===== config.mk =====
export PLATFORM = sky130hd
export DESIGN_NAME = id_ex_operand_stage
export DESIGN_NICKNAME = d
export VERILOG_FILES = /design/src/rtl/id_ex_operand_stage.sv
export SDC_FILE = /design/constraint.sdc
export NUM_CORES = 1
export LEC_CHECK = 0
export ABC_AREA = 1
export CELL_PAD_IN_SITES_DETAIL_PLACEMENT = 0
export CELL_PAD_IN_SITES_GLOBAL_PLACEMENT = 1
export CORE_MARGIN = 2
export CORE_UTILIZATION = 25
export CTS_CLUSTER_DIAMETER = 40
export DETAILED_ROUTE_END_ITERATION = 12
export PLACE_DENSITY_LB_ADDON = 0.15
export SYNTH_ARGS = -nofsm -noshare
export SYNTH_HDL_FRONTEND = slang
export SYNTH_SLANG_ARGS = --single-unit

===== constraint.sdc =====
create_clock -name clk -period 2.6 [get_ports clk]
set_clock_uncertainty 0.2 [all_clocks]
set_input_delay 0.52 -clock clk [delete_from_list [all_inputs] [get_ports clk]]
set_output_delay 0.52 -clock clk [all_outputs]
set_load 0.02 [all_outputs]

===== src/rtl/id_ex_operand_stage.sv =====
// ============================================================================
// id_ex_operand_stage : ID/EX pipeline register with MEM/WB operand forwarding,
//                       load-use detection and final ALU operand selection.
// Revision            : 1.0
// ============================================================================
`default_nettype none

module id_ex_operand_stage #(
    parameter int          DW     = 32,
    parameter int          RW     = 5,
    parameter logic [5:0]  NOP_OP = 6'd0
) (
    input  logic          clk,
    input  logic          rst_n,
    input  logic          stall,
    input  logic          flush,
    input  logic          id_valid,
    input  logic [5:0]    id_alu_op,
    input  logic [RW-1:0] id_rs,
    input  logic [RW-1:0] id_rt,
    input  logic [RW-1:0] id_dst,
    input  logic [DW-1:0] id_rs_data,
    input  logic [DW-1:0] id_rt_data,
    input  logic [DW-1:0] id_imm,
    input  logic [4:0]    id_shamt,
    input  logic          id_src_imm,
    input  logic          id_src_shamt,
    input  logic          id_reg_write,
    input  logic          id_mem_read,
    input  logic          id_mem_write,
    input  logic          id_mem_to_reg,
    input  logic          mem_reg_write,
    input  logic [RW-1:0] mem_dst,
    input  logic [DW-1:0] mem_fwd_data,
    input  logic          wb_reg_write,
    input  logic [RW-1:0] wb_dst,
    input  logic [DW-1:0] wb_fwd_data,
    output logic [DW-1:0] alu_a,
    output logic [DW-1:0] alu_b,
    output logic [5:0]    alu_op,
    output logic [DW-1:0] ex_store_data,
    output logic [RW-1:0] ex_dst,
    output logic          ex_valid,
    output logic          ex_reg_write,
    output logic          ex_mem_read,
    output logic          ex_mem_write,
    output logic          ex_mem_to_reg,
    output logic          load_use_hazard
);

    logic          valid_q,      valid_d;
    logic          reg_write_q,  reg_write_d;
    logic          mem_read_q,   mem_read_d;
    logic          mem_write_q,  mem_write_d;
    logic          mem_to_reg_q, mem_to_reg_d;
    logic [5:0]    alu_op_q,     alu_op_d;
    logic [RW-1:0] rs_q,         rs_d;
    logic [RW-1:0] rt_q,         rt_d;
    logic [RW-1:0] dst_q,        dst_d;
    logic [DW-1:0] rs_data_q,    rs_data_d;
    logic [DW-1:0] rt_data_q,    rt_data_d;
    logic [DW-1:0] imm_q,        imm_d;
    logic [4:0]    shamt_q,      shamt_d;
    logic          src_imm_q,    src_imm_d;
    logic          src_shamt_q,  src_shamt_d;

    logic [DW-1:0] fwd_rs;
    logic [DW-1:0] fwd_rt;

    assign load_use_hazard = valid_q & mem_read_q & (dst_q != '0) &
                             ((dst_q == id_rs) | (dst_q == id_rt));

    always_comb begin
        valid_d      = valid_q;
        reg_write_d  = reg_write_q;
        mem_read_d   = mem_read_q;
        mem_write_d  = mem_write_q;
        mem_to_reg_d = mem_to_reg_q;
        alu_op_d     = alu_op_q;
        rs_d         = rs_q;
        rt_d         = rt_q;
        dst_d        = dst_q;
        rs_data_d    = rs_data_q;
        rt_data_d    = rt_data_q;
        imm_d        = imm_q;
        shamt_d      = shamt_q;
        src_imm_d    = src_imm_q;
        src_shamt_d  = src_shamt_q;
        // A flush or a load-use stall both inject a fully cleared bubble.
        if (flush || (!stall && load_use_hazard)) begin
            valid_d      = 1'b0;
            reg_write_d  = 1'b0;
            mem_read_d   = 1'b0;
            mem_write_d  = 1'b0;
            mem_to_reg_d = 1'b0;
            alu_op_d     = NOP_OP;
            rs_d         = '0;
            rt_d         = '0;
            dst_d        = '0;
            rs_data_d    = '0;
            rt_data_d    = '0;
            imm_d        = '0;
            shamt_d      = '0;
            src_imm_d    = 1'b0;
            src_shamt_d  = 1'b0;
        end else if (!stall) begin
            valid_d      = id_valid;
            reg_write_d  = id_reg_write  & id_valid;
            mem_read_d   = id_mem_read   & id_valid;
            mem_write_d  = id_mem_write  & id_valid;
            mem_to_reg_d = id_mem_to_reg & id_valid;
            alu_op_d     = id_alu_op;
            rs_d         = id_rs;
            rt_d         = id_rt;
            dst_d        = id_dst;
            rs_data_d    = id_rs_data;
            rt_data_d    = id_rt_data;
            imm_d        = id_imm;
            shamt_d      = id_shamt;
            src_imm_d    = id_src_imm;
            src_shamt_d  = id_src_shamt;
        end
    end

    always_ff @(posedge clk or negedge rst_n) begin
        if (!rst_n) begin
            valid_q      <= 1'b0;
            reg_write_q  <= 1'b0;
            mem_read_q   <= 1'b0;
            mem_write_q  <= 1'b0;
            mem_to_reg_q <= 1'b0;
            alu_op_q     <= NOP_OP;
            rs_q         <= '0;
            rt_q         <= '0;
            dst_q        <= '0;
            rs_data_q    <= '0;
            rt_data_q    <= '0;
            imm_q        <= '0;
            shamt_q      <= '0;
            src_imm_q    <= 1'b0;
            src_shamt_q  <= 1'b0;
        end else begin
            valid_q      <= valid_d;
            reg_write_q  <= reg_write_d;
            mem_read_q   <= mem_read_d;
            mem_write_q  <= mem_write_d;
            mem_to_reg_q <= mem_to_reg_d;
            alu_op_q     <= alu_op_d;
            rs_q         <= rs_d;
            rt_q         <= rt_d;
            dst_q        <= dst_d;
            rs_data_q    <= rs_data_d;
            rt_data_q    <= rt_data_d;
            imm_q        <= imm_d;
            shamt_q      <= shamt_d;
            src_imm_q    <= src_imm_d;
            src_shamt_q  <= src_shamt_d;
        end
    end

    // Forwarding uses the registered indices, so a result landing during a stall is seen.
    always_comb begin
        fwd_rs = rs_data_q;
        if (mem_reg_write && (mem_dst != '0) && (mem_dst == rs_q)) begin
            fwd_rs = mem_fwd_data;
        end else if (wb_reg_write && (wb_dst != '0) && (wb_dst == rs_q)) begin
            fwd_rs = wb_fwd_data;
        end
    end

    always_comb begin
        fwd_rt = rt_data_q;
        if (mem_reg_write && (mem_dst != '0) && (mem_dst == rt_q)) begin
            fwd_rt = mem_fwd_data;
        end else if (wb_reg_write && (wb_dst != '0) && (wb_dst == rt_q)) begin
            fwd_rt = wb_fwd_data;
        end
    end

    assign alu_a         = src_shamt_q ? {{(DW-5){1'b0}}, shamt_q} : fwd_rs;
    assign alu_b         = src_imm_q ? imm_q : fwd_rt;
    assign ex_store_data = fwd_rt;
    assign alu_op        = alu_op_q;
    assign ex_dst        = dst_q;
    assign ex_valid      = valid_q;
    assign ex_reg_write  = reg_write_q;
    assign ex_mem_read   = mem_read_q;
    assign ex_mem_write  = mem_write_q;
    assign ex_mem_to_reg = mem_to_reg_q;

endmodule

`default_nettype wire


==> results.py <==
metrics = {
    "timing": {
        "period_needed_ns": 2.947,
        "tns_ns": -25.57,
        "timing.fmax_mhz": 339.4,
        "finalMaxSlewViolations": 0,
        "final.period_utilization_pct": 113.3,
        "max_slew_margin_pct": 69.28,
        "hold-worst-slack_ns": 0.2813,
        "tightest_slew_ns": 0.4608,
        "setup_viol": 96,
        "finalWorstSetupSlack_ns": -0.3468,
        "hold_viol_final": 0,
        "rsz0062_at_grt": "true",
    },
    "finish": {
        "area_growth_syn_to_layout_pct": 91.04,
        "drive_gt1_share_pct": 42.48,
        "nFillCells": 3240,
        "nNetsFinal": 1804,
        "final_area_um2": 15950,
        "reg_top3": "imm_q (32), rs_data_q (32), rt_data_q (32)",
        "final_util_pct": 48.77,
        "regArea_um2": 3233,
        "multi_input_area_um2": 5973,
    },
    "synth": {
        "netlist_area_um2": 8348,
        "synth_cell_types": 21,
        "ys_warn_count": 0,
        "synth_area_leaders": "dfrtp_1, nand2_1, nand3_1",
        "syn-num-nets": 1398,
        "syn_area_per_cell_um2": 7.021,
        "ys_ff_latch": 129,
        "netlist_instances": 1189,
        "synth_top_area_share_pct": 38.67,
        "ys_seq_area_share_pct": 38.67,
        "yosysTopAreaCell": "dfrtp_1",
    },
    "grt": {
        "grtUsageMet2_pct": 39.38,
        "met3_usage_pct": 4.683,
        "grt_pass1_wl_mm": 61.24,
        "top_usage_layer": "met2",
        "grt_max_degree": 48,
        "met1_usage_pct": 29.87,
        "first_global_vias": 10090,
        "grt-ovfl-total": 0,
        "antenna_found_initial": 2,
        "gr-usage-all-layers_pct": 23.03,
    },
    "detailed_routing": {
        "first_pass_iters": 5,
        "drtAntennaViolNets": 0,
        "drtIter0Drc": 604,
        "via_per_inst": 4.731,
        "wire_per_inst_um": 20.16,
        "drc": 0,
        "wl_mm": 41.36,
        "via_count": 9707,
    },
    "placed_design": {
        "placement.cell_area_um2": 12770,
        "portBuffers": 321,
        "dp_hpwl_mm": 29.03,
        "globalplace.congestion": 0.8698,
    },
    "power_and_ir_drop": {
        "swShare_pct": 33.18,
        "p_switching_mw": 2.314,
        "p_int_mw": 4.660,
        "power.density_nw_per_um2": 437.3,
        "vdd_drop_max_uv": 401.7,
        "p_leak_nw": 7.435,
        "p_comb_share_pct": 32.1,
        "pwr-share-seq_pct": 31.7,
        "clock_power_share_pct": 36.1,
    },
    "clock_network": {
        "cts_sinks": 129,
        "clk_pin_slew_worst_paths_ns": 0.06,
        "root_buffer": "clkbuf_16",
        "clk_latency_ns": 0.43,
        "cts_made_buffers": 17,
        "h-tree-depth": 4,
        "clk_path_buf_depth": 2,
        "cts_tree": "built",
    },
    "die": {
        "io_pins": 322,
        "core_um2": 32700,
        "initial_utilization_pct": 25.53,
        "dieArea_um2": 34870,
        "die_h_um": 186.7,
        "rows": 66,
        "fp.dieW_um": 186.7,
    },
    "worst_setup_path": {
        "cp.arrival_ns": 2.23,
        "critical_path_class": "flip-flop to output port",
        "crit_path_end_kind": "output port",
        "worstPathRequired_ns": 1.88,
        "cp_max_fo": 8,
        "cp-start-kind": "flip-flop",
    },
    "outcome": {
        "outcome": "finished, violations left",
        "violations": "setup timing",
    },
    "flow_run": {
        "cap_violations": 0,
    },
    "hold_path": {
        "min_path_type": "flip-flop to flip-flop",
    },
}
-- synth_stat cells --
library cell	number
and2_1	32
buf_1	7
buf_12	7
buf_2	35
clkbuf_1	38
dfrtp_1	129
inv_1	78
nand2_1	421
nand2_2	2
nand2_4	2
nand3_1	258
nand3b_1	1
nand4_1	5
nor2_1	14
nor2_2	4
nor3_1	1
nor3_2	1
o21ai_0	65
o21ai_2	61
xnor2_1	11
xor2_1	17
-- final timing paths --
check	from	to	slack, ns	cells past startpoint
max	rt_q[3]	ex_store_data[14]	-0.35	9
min	rt_data_q[20]	rt_data_q[20]	0.28	2
max reg2reg	ex_dst[0]	rs_data_q[10]	0.49	9
min reg2reg	rt_data_q[20]	rt_data_q[20]	0.28	2
max in group asynchronous	rst_n	rt_data_q[20]	1.13	3
min in group asynchronous	rst_n	rs_data_q[15]	0.39	2
-- per-layer routing --
layer | up-vias | part of all wire (%) | wire length (um)
met5 | - | 0 | 0
met4 | 0 | 1.7 | 697
met3 | 40 | 6.2 | 2580
met2 | 343 | 48 | 20050
met1 | 4648 | 44 | 18030
li1 | 4676 | - | -
-- power groups by stage --
stage	sequential (mW)	combinational [mW]	clock, mW
after detailed placement	2.23	1.82	0
after global routing	2.23	2.39	2.68
final	2.21	2.24	2.52
after CTS	2.21	2.11	2.58
after floorplan	2.23	0.756	0
after global placement	2.23	1.82	0
-- cells in the final DEF, fill, tap and decap left out, types with 7 or more instances in the layout --
cell             count
buf_12              37
buf_16               9
nand3_2            146
nor2_1               9
inv_1               53
nand2_4             27
nand2_1            338
and2_4              31
clkdlybuf4s50_1    211
nand3_1             88
buf_6              119
nand3_4             24
nand2_2             57
inv_2               24
o21ai_0             65
nor2_4               7
buf_4               73
o21ai_2             60
clkbuf_16           21
dfrtp_1            125
xor2_1              16
-- metrics by stage --
stage | cells | setup WS [ns] | power, mW
after detailed placement | 1963 | -1.009 | 4.051
after CTS | 2034 | -0.4222 | 6.902
after floorplan | 1189 | 0.3279 | 2.982
final | 2052 | -0.3468 | 6.973
after global routing | 2051 | -0.4615 | 7.295
after global placement | 1963 | -0.9969 | 4.051
-- kinds of logic after synthesis --
group | share of synthesized area (%)
and+or+nand+nor | 38.79
DFF | 38.67
xor gates and xnor gates | 2.938
AOI/OAI and AO/OA | 10.30
buffers and inverters | 9.308
-- repair_timing --
action                                 4_1_cts  5_1_grt
setup endpoints to repair                   97       97
gates cloned                                 9        5
pin swaps                                   46       52
hold buffers                                 1        0
resized for setup                          841      174
endpoints found under the hold margin       38        0
setup buffers                               29       14
-- critical path, stage by stage (launching register included) --
cell and delay [ns]:
dfrtp_2 0.43, buf_6 0.13, xor2_4 0.18, nor3_4 0.20, buf_12 0.16, buf_16 0.16, buf_12 0.15, nand3_2 0.09
and2_4 0.17, buf_6 0.12
-- layout make-up --
class	count	share of cell area, %
multi-input cells	895	37.45
flip-flops and latches	129	20.27
well taps	442	3.468
repair buffers	474	33.16
inverters	78	1.852
clock buffers	17	2.668
clock inverters	15	1.091
diodes	2	0.03138
No activity file was read; power rests on OpenSTA's default activity.
